<file path="src/rtl/tri_128x34_4w_wr_ctl.sv">
// Requester-side controller for the 128x34 4-way 1r1w array: write queue, array clear, read stall and response pipe.
// Optional parity generation/checking is enabled by defining TRI_WR_CTL_PARITY_EN.
module tri_128x34_4w_wr_ctl #(
  parameter int addressable_ports = 128,
  parameter int addressbus_width  = 7,
  parameter int port_bitwidth     = 34,
  parameter int ways              = 4,
  parameter int wq_depth          = 4
) (
  input  logic [1:0]                      nclk,
  input  logic                            init_req,
  output logic                            init_done,
  input  logic                            req_val,
  output logic                            req_rdy,
  input  logic [addressbus_width-1:0]     req_addr,
  input  logic [ways-1:0]                 req_way,
  input  logic [port_bitwidth-1:0]        req_data,
  input  logic                            rd_req_val,
  output logic                            rd_req_rdy,
  input  logic [addressbus_width-1:0]     rd_req_addr,
  output logic                            rsp_val,
  output logic [port_bitwidth*ways-1:0]   rsp_data,
  output logic [ways-1:0]                 rsp_par_err,
  output logic                            wr_act,
  output logic [ways-1:0]                 wr_way,
  output logic [addressbus_width-1:0]     wr_addr,
  output logic [port_bitwidth*ways-1:0]   data_in,
  output logic                            rd_act,
  output logic [addressbus_width-1:0]     rd_addr,
  input  logic [port_bitwidth*ways-1:0]   data_out,
  output logic [1:0]                      dbg_state
);

  localparam int QW = $clog2(wq_depth);
  localparam int PW = port_bitwidth;
  localparam logic [QW:0] WQ_CNT = (QW+1)'(wq_depth);

  typedef enum logic [1:0] {S_INIT = 2'd0, S_RUN = 2'd1, S_DRAIN = 2'd2} state_t;

  logic rst;
  assign rst = nclk[1];

  state_t                     state_q, state_d;
  logic [addressbus_width-1:0] icnt_q, icnt_d;
  logic [addressbus_width-1:0] fa_q [wq_depth];
  logic [ways-1:0]             fw_q [wq_depth];
  logic [PW-1:0]               fd_q [wq_depth];
  logic [wq_depth-1:0]         vld_q;
  logic [QW-1:0]               wp_q, rp_q;
  logic [QW:0]                 cnt_q;
  logic                        rv1_q, rv2_q;
  logic                        push, pop, hit, fifo_empty, run;
  logic [PW-1:0]               enq_data;

`ifdef TRI_WR_CTL_PARITY_EN
  assign enq_data = {^req_data[PW-2:0], req_data[PW-2:0]};
`else
  assign enq_data = req_data;
`endif

  // Handshakes: a transfer happens on a rising edge where valid and ready are both 1;
  // ready never depends on the same-cycle valid of its own channel.
  assign run        = (state_q == S_RUN);
  assign fifo_empty = (cnt_q == '0);
  assign req_rdy    = run && (cnt_q != WQ_CNT);
  assign push       = req_val && req_rdy;
  assign pop        = !fifo_empty && (state_q != S_INIT);
  assign init_done  = run;
  assign dbg_state  = state_q;

  // Any queued entry (head included) to the read row stalls the read; a same-cycle enqueue does not.
  always_comb begin
    hit = 1'b0;
    for (int i = 0; i < wq_depth; i++) begin
      if (vld_q[i] && (fa_q[i] == rd_req_addr)) hit = 1'b1;
    end
  end

  assign rd_req_rdy = run && !hit;
  assign rd_act     = rd_req_val && rd_req_rdy;
  assign rd_addr    = rd_req_addr;
  assign rsp_val    = rv2_q;
  assign rsp_data   = data_out;

`ifdef TRI_WR_CTL_PARITY_EN
  always_comb begin
    rsp_par_err = '0;
    for (int k = 0; k < ways; k++) rsp_par_err[k] = rv2_q & (^data_out[k*PW +: PW]);
  end
`else
  assign rsp_par_err = '0;
`endif

  always_comb begin
    state_d = state_q;
    icnt_d  = icnt_q;
    case (state_q)
      S_INIT: begin
        icnt_d = icnt_q + 1'b1;
        if (icnt_q == '1) state_d = S_RUN;
      end
      S_RUN: begin
        if (init_req) begin
          state_d = fifo_empty ? S_INIT : S_DRAIN;
          icnt_d  = '0;
        end
      end
      S_DRAIN: begin
        if (fifo_empty) begin
          state_d = S_INIT;
          icnt_d  = '0;
        end
      end
      default: state_d = S_INIT;
    endcase
  end

  always_comb begin
    wr_act  = 1'b0;
    wr_way  = '0;
    wr_addr = '0;
    data_in = '0;
    if (state_q == S_INIT) begin
      wr_act  = 1'b1;
      wr_way  = '1;
      wr_addr = icnt_q;
    end else if (pop) begin
      wr_act  = 1'b1;
      wr_way  = fw_q[rp_q];
      wr_addr = fa_q[rp_q];
      data_in = {ways{fd_q[rp_q]}};
    end
  end

  always_ff @(posedge nclk[0]) begin
    if (rst) begin
      state_q <= S_INIT;
      icnt_q  <= '0;
      vld_q   <= '0;
      wp_q    <= '0;
      rp_q    <= '0;
      cnt_q   <= '0;
      rv1_q   <= 1'b0;
      rv2_q   <= 1'b0;
    end else begin
      state_q <= state_d;
      icnt_q  <= icnt_d;
      rv1_q   <= rd_act;
      rv2_q   <= rv1_q;
      if (pop) begin
        vld_q[rp_q] <= 1'b0;
        rp_q        <= rp_q + 1'b1;
      end
      if (push) begin
        vld_q[wp_q] <= 1'b1;
        wp_q        <= wp_q + 1'b1;
      end
      case ({push, pop})
        2'b10:   cnt_q <= cnt_q + 1'b1;
        2'b01:   cnt_q <= cnt_q - 1'b1;
        default: cnt_q <= cnt_q;
      endcase
    end
  end

  always_ff @(posedge nclk[0]) begin
    if (push) begin
      fa_q[wp_q] <= req_addr;
      fw_q[wp_q] <= req_way;
      fd_q[wp_q] <= enq_data;
    end
  end

endmodule
</file>
<file path="config.mk">
export PLATFORM = sky130hd
export DESIGN_NAME = tri_128x34_4w_wr_ctl
export DESIGN_NICKNAME = d
export VERILOG_FILES = /design/src/rtl/tri_128x34_4w_wr_ctl.sv
export SDC_FILE = /design/constraint.sdc
export NUM_CORES = 1
export LEC_CHECK = 0
export CELL_PAD_IN_SITES_DETAIL_PLACEMENT = 1
export CELL_PAD_IN_SITES_GLOBAL_PLACEMENT = 1
export CORE_AREA = 4 4 190 192
export CTS_CLUSTER_DIAMETER = 120
export DETAILED_ROUTE_END_ITERATION = 6
export DIE_AREA = 0 0 194 196
export PLACE_DENSITY = 0.85
export SETUP_SLACK_MARGIN = 0.02
export SYNTH_ARGS = -nofsm -noshare
export SYNTH_HDL_FRONTEND = slang
export SYNTH_SLANG_ARGS = --single-unit
</file>
<file path="constraint.sdc">
create_clock -name nclk -period 6.6 [get_ports nclk]
set_input_delay 1.32 -clock nclk [delete_from_list [all_inputs] [get_ports nclk]]
set_output_delay 1.32 -clock nclk [all_outputs]
set_load 0.01 [all_outputs]
</file>
==> results by group, run 1 <==
Run status
  • Status: finished with violations
  • Failing checks: negative hold slack

Routing
  • DRC viols: 0
  • Vias: about 5,400
  • Via density per instance: 4.55
  • Routed Antenna Nets: 0
  • DR WL/cell: 28.4 um
  • Initial DRC count: 165
  • DRT Pass-1 Iters: 4
  • Routed WL: 33,600 um

Finish
  • Area Overhead vs Synth: 16.7%
  • Area of the multi-input gates: 2370 um^2
  • Number of fill cells: 3,587
  • Final net count: 919
  • Storage cell area: 5890 um^2
  • Finished Core Util: about a third
  • Fin area: ~12,000 um^2
  • Proportion of layout cells with a drive suffix above 1: 14.9%

Clock tree
  • Clk pin slew, worst setup/hold paths: 0.06 ns
  • Post-CTS Setup Bufs: 0
  • CTS tree: yes
  • Resize count post-CTS: 0
  • Clk_lat worst skew: 0.50 ns
  • Cts hold-fix bufs: 0

Floorplanning
  • # IOs: 495
  • Std cell rows: 68
  • Core Box Area: between 30,000 and 40,000 um^2
  • Die Span X: about 190 um
  • Initial Utilization: 29.9%
  • Die footprint: between 30,000 and 40,000 um^2
  • Die Height: 196 um

Global routing
  • Vias in the first global route: roughly 6,200
  • Largest net degree at the start of global routing: 47
  • Initial antenna violation count: 2
  • GRT Total Usage: 17.2%
  • Total global routing overflow: 0
  • First-pass GRT wire length: 46,800 um

Setup path
  • CP startpoint: rd_req_addr[3]
  • RR Startpoint: dbg_state[1]
  • CP Capture Type: output port
  • WS Path Type: in -> out
  • CP max FO: 5
  • CP arrival: 3.46 ns
  • Data required time of the critical path: 5.28 ns
  • Startpoint Class: primary input

Logic synthesis
  • Yosys reg bits: 204
  • Post-synth cell types: 42
  • Post-synth EDFFs: 180
  • Register area share after synthesis: a little under three fifths
  • Synth Flop Type: edfxtp_1
  • Synth Area per Inst: 14.1 um^2
  • Most instantiated cells after synthesis: buf_4, edfxtp_1, mux4_2, and2_1, xnor2_1
  • Count leader, synth: buf_4
  • Yosys top cell area share: 52.5%
  • Yosys warning total: 0
  • Post-Syn Area: 10,300 um^2
  • Yosys top cell by area: edfxtp_1
  • FFs w/ async S/R, synth: 0%
  • Ranking of synthesized cells by area: edfxtp_1, buf_4, mux4_2, dfxtp_1, xnor2_1
  • Post-Synthesis Cells: 729

STA
  • F_max: 209 MHz
  • Max-slew violations: 0
  • Clock Skew: 0.0145 ns
  • RSZ-0062 raised after global routing: false
  • Setup TNS: 0 ns
  • Worst-Margin Slew: 0.993 ns
  • Hold slack: -0.145 ns
  • Endpoints failing setup: 0
  • Rel. slew slack: approximately a third
  • Fin. Hold Viols: 21
  • Crit share post-route: 72.5%
  • Final critical-path required period: between 4 and 5 ns

Run
  • Max Cap Viol: 0

Power
  • Lkg Pwr: between 0.003 and 0.004 uW
  • Cell Pwr Density: 269 nW/um^2
  • Overall power: 3230 uW
  • Peak supply drop: 0.000125 V

Placement
  • GPL Wtd Cong: 0.807
  • Placement Cell Area: between 10,000 and 15,000 um^2
  • DPL Wire Length: 25,900 um
  • I/O Buffers: 217

Worst hold path
  • Min-delay src: nclk[1]
  • Hold Crit Class: clk -> reg
## per-layer routing
layer,global-route usage [%],part of all wire (%),vias to the layer above
met5,1.66,0.23,-
met4,5.99,2.4,4
met3,14.1,17,71
met2,30.3,53,352
met1,14.0,28,2641
li1,-,-,2310
## area by class of cell
type,instances,share of cell area (%)
Clock buffer,32,6.32
Sequential cell,204,49.1
Tap cell,455,4.74
Timing Repair Buffer,225,18.6
Inverter,11,0.344
Antenna cell,1,0.0208
Multi-Input combinational cell,241,19.8
Clock inverter,13,1.16
## logic make-up (layout without fill, tap and decap cells)
kind of cell               Yosys count  after routing  share of synthesized area (%)
muxes                               46             46                           9.95
other                                1              5                         0.0364
AOI/OAI and AO/OA                   43             43                           2.75
and+or+nand+nor                    101            101                           5.47
adders and majority gates           15             15                           1.90
xor gates and xnor gates            32             32                           2.72
buffers and inverters              287            281                           20.0
DFF                                204            204                           57.2
## critical path, cell delays in order
cell and delay, ns:
clkdlybuf4s50_1 0.68, xnor2_1 0.14, nand4_1 0.12, nor2_1 0.06
nor4_1 0.29, buf_4 0.19, and2_1 0.13, clkdlybuf4s50_1 0.53
## where the power goes
| group | switching (uW) | internal (uW) | total, uW |
|---|---|---|---|
| Clock | 554 | 860 | 1410 |
| Combinational | 178 | 165 | 343 |
| Sequential | 25.5 | 1450 | 1470 |
## cells in the final DEF (no fill, tap or decap), types with 8 or more instances in the layout
master	count
dfxtp_1	22
nor2_1	24
mux4_2	45
a21oi_1	16
clkbuf_16	30
xnor2_1	30
edfxtp_1	180
inv_1	11
nand4_1	9
nand2_1	8
o21ai_0	9
and2_1	36
ha_1	14
buf_4	8
clkdlybuf4s50_1	217
## final timing paths
check	slack, ns	end	cells past startpoint
worst min register to register	0.45	rsp_val	1
worst max-delay path	1.82	rd_act	8
worst min-delay path	-0.14	icnt_q[4]	3
worst max register to register	3.77	cnt_q[2]	12
## flip-flops by register name, summed over array words and instances, names as in the netlist, 2 cells and up, named ones only
register / cells
vld_q: 4
fw_q: 16
dbg_state: 2
rp_q: 2
fa_q: 28
cnt_q: 3
icnt_q: 7
wp_q: 2
fd_q: 136
## through the flow
| stage | instances | setup WS, ns |
|---|---|---|
| floorplan | 732 | 2.75 |
| global placement | 1136 | 1.81 |
| detailed placement | 1136 | 1.79 |
| CTS | 1181 | 1.78 |
| global route | 1182 | 1.65 |
| finish | 1182 | 1.82 |
(Power assumes the default switching activity.)
==> run 2: changes to the inputs <==
- CORE_AREA: 4 4 190 192 -> not set
- CORE_MARGIN: not set -> 4
- CORE_UTILIZATION: not set -> 29
- DIE_AREA: 0 0 194 196 -> not set
- PLACE_DENSITY: 0.85 -> 0.86
- clock period: 6.6 -> 4.2 ns (I/O delays scaled with it)
==> results by group, run 2 (same netlist as run 1, synthesis figures left out) <==
Finish
  • Storage cell area: 5890 um^2 (unchanged)
  • Fin area: 12,000 um^2 (about the same)
  • Area Overhead vs Synth: 16.6% (about the same)
  • Number of fill cells: 3,574 (-0.36%)
  • Area of the multi-input gates: 2370 um^2 (unchanged)
  • Top reg by flops: fd_q
  • N_diodes: 0 (-1)
  • Largest regs: fd_q x136, fa_q x28, fw_q x16
  • Most frequent cells in the layout: clkdlybuf4s50_1, edfxtp_1, mux4_2, and2_1, xnor2_1
  • Finished Core Util: 34.5% (-0.45 points)
  • Final net count: 923 (+0.44%)
  • Proportion of layout cells with a drive suffix above 1: 15.4% (+0.56 points)
  • Most common cell after layout, fill and taps aside: clkdlybuf4s50_1
  • Largest register FFs: 136 (unchanged)

Power
  • Overall power: 4960 uW (+53%)
  • Sequential Power Share: 46.7% (+1.1 points)
  • Switching power: 1220 uW (+61%)
  • Lkg Pwr: 0.00378 uW (about the same)
  • Peak supply drop: 0.000324 V (+160%)
  • Clock Power Share: 42.3% (-1.5 points)
  • Cell-internal power: 3740 uW (+51%)
  • Gate power share: 11.0% (+0.4 points)
  • Cell Pwr Density: 413 nW/um^2 (+54%)
  • Switching share of power: 24.5% (+1.1 points)

STA
  • Fin. Hold Viols: 21 (unchanged)
  • Setup TNS: 0 ns (unchanged)
  • Rel. slew slack: 47.7% (+14 points)
  • Max-slew violations: 0 (unchanged)
  • Hold slack: -0.167 ns (-0.0226 ns)
  • Endpoints failing setup: 0 (unchanged)
  • Crit share post-route: 92.7%
  • RSZ-0062 raised after global routing: false
  • Clock Skew: 0.0184 ns (+0.00395 ns)
  • F_max: 257 MHz
  • Worst-Margin Slew: 0.784 ns (-0.209 ns)
  • Final critical-path required period: 3.89 ns

Placement
  • DPL Wire Length: 26,300 um (+1.2%)
  • GPL Wtd Cong: 0.799 (-0.95%)
  • I/O Buffers: 217 (unchanged)
  • Placement Cell Area: 11,100 um^2 (+0.38%)

Global routing
  • GRT Total Usage: 16.6% (-0.58 points)
  • First-pass GRT wire length: 45,900 um (-1.9%)
  • Initial antenna violation count: 1 (-1)
  • Vias in the first global route: 6,176 (-0.74%)
  • Largest net degree at the start of global routing: 49 (+4.3%)
  • Total global routing overflow: 0 (unchanged)

Floorplanning
  • # IOs: 495 (unchanged)
  • Initial Utilization: 29.6% (-0.37 points)
  • Die footprint: 38,600 um^2 (+1.4%)
  • Die Height: 196 um (+0.18%)
  • Std cell rows: 68 (unchanged)
  • Core Box Area: 34,800 um^2 (+1.2%)
  • Die Span X: 196 um (+1.2%)

Routing
  • DRC viols: 0 (unchanged)
  • Via density per instance: 4.57 (+0.39%)
  • DRT Pass-1 Iters: 5 (+1)
  • DR WL/cell: 28.2 um (-0.78%)
  • Initial DRC count: 270 (+64%)
  • Vias: 5,422 (+0.82%)
  • Routed WL: 33,500 um (-0.36%)
  • Routed Antenna Nets: 0 (unchanged)

Setup path
  • CP arrival: 3.05 ns (-0.41 ns)
  • Reg2reg path depth: 10 (-2)
  • Data required time of the critical path: 3.36 ns (-1.92 ns)
  • R2R setup slack: 1.13 ns (-2.64 ns)
  • RR Startpoint: dbg_state[0]
  • CP max FO: 48 (+43)
  • Startpoint Class: register
  • Worst r2r dst: cnt_q[2]
  • CP Capture Type: output port
  • WS Path Type: reg -> out

Clock tree
  • Clk_lat worst skew: 0.51 ns (about the same)
  • Cts hold-fix bufs: 0 (unchanged)
  • CTS tree: yes
  • Post-CTS Setup Bufs: 0 (unchanged)
  • Clk pin slew, worst setup/hold paths: 0.06 ns (about the same)
  • Resize count post-CTS: 0 (unchanged)

Worst hold path
  • Min-delay src: nclk[1]
  • Worst hold stages: 3 (unchanged)
  • Hold Crit Class: clk -> reg

Run
  • Max Cap Viol: 0 (unchanged)

Run status
  • Failing checks: negative hold slack
  • Status: finished with violations
## run 2: changes by cell type in the layout (fill, tap and decap cells not counted), moves of 2 or more
cell       change
buf_4          +3
clkinv_1       -2
clkbuf_16      -2
clkbuf_1       +3
bufinv_16      -2
clkbuf_8       +2
## run 2: routing by layer
metal | vias to the layer above | routed length, um | global-route usage (%)
met5 | - | 13 | 0
met4 | 2 | 769 | 5.35
met3 | 63 | 5370 | 12.8
met2 | 340 | 18100 | 30.0
met1 | 2687 | 9240 | 13.7
li1 | 2330 | - | -
## run 2: critical path, cell delays in order, from the launching register on
cell and delay (ns):
dfxtp_1 0.36, inv_1 0.10, ha_1 0.45, nor2_4 0.18, buf_4 0.46, and2_1 0.35, clkdlybuf4s50_1 0.61
## run 2: per-stage QoR
stage	worst slack, ns	std cells
final	0.307	1187
after global routing	0.104	1187
after CTS	0.238	1187
after detailed placement	0.282	1140
after global placement	0.324	1140
after floorplan	1.31	732
## run 2: layout make-up
| cell class | count | share of cell area, % |
|---|---|---|
| multi-input combinational | 241 | 19.8 |
| clock inverter | 12 | 0.865 |
| inverter | 11 | 0.344 |
| timing repair buffer | 229 | 19.0 |
| sequential | 204 | 49.1 |
| tap | 455 | 4.74 |
| clock buffer | 35 | 6.23 |
## run 2: power groups by stage
stage	clock [uW]	sequential [uW]	combinational [uW]
2_1_floorplan	67.8	2350	438
3_3_place_gp	16.6	2350	535
3_5_place_dp	16.6	2360	551
4_1_cts	2180	2320	558
5_1_grt	2260	2320	590
6_report	2100	2320	544
## run 2: worst max-delay path by stage
| stage | start | to | cells past startpoint |
|---|---|---|---|
| CTS | dbg_state[0] | data_in[34] | 6 |
| floorplan | rd_req_addr[6] | rd_act | 6 |
| global placement | rd_req_addr[6] | rd_act | 8 |
| finish | dbg_state[0] | data_in[34] | 6 |
| global route | dbg_state[0] | data_in[102] | 6 |
| detailed placement | rd_req_addr[3] | rd_act | 8 |
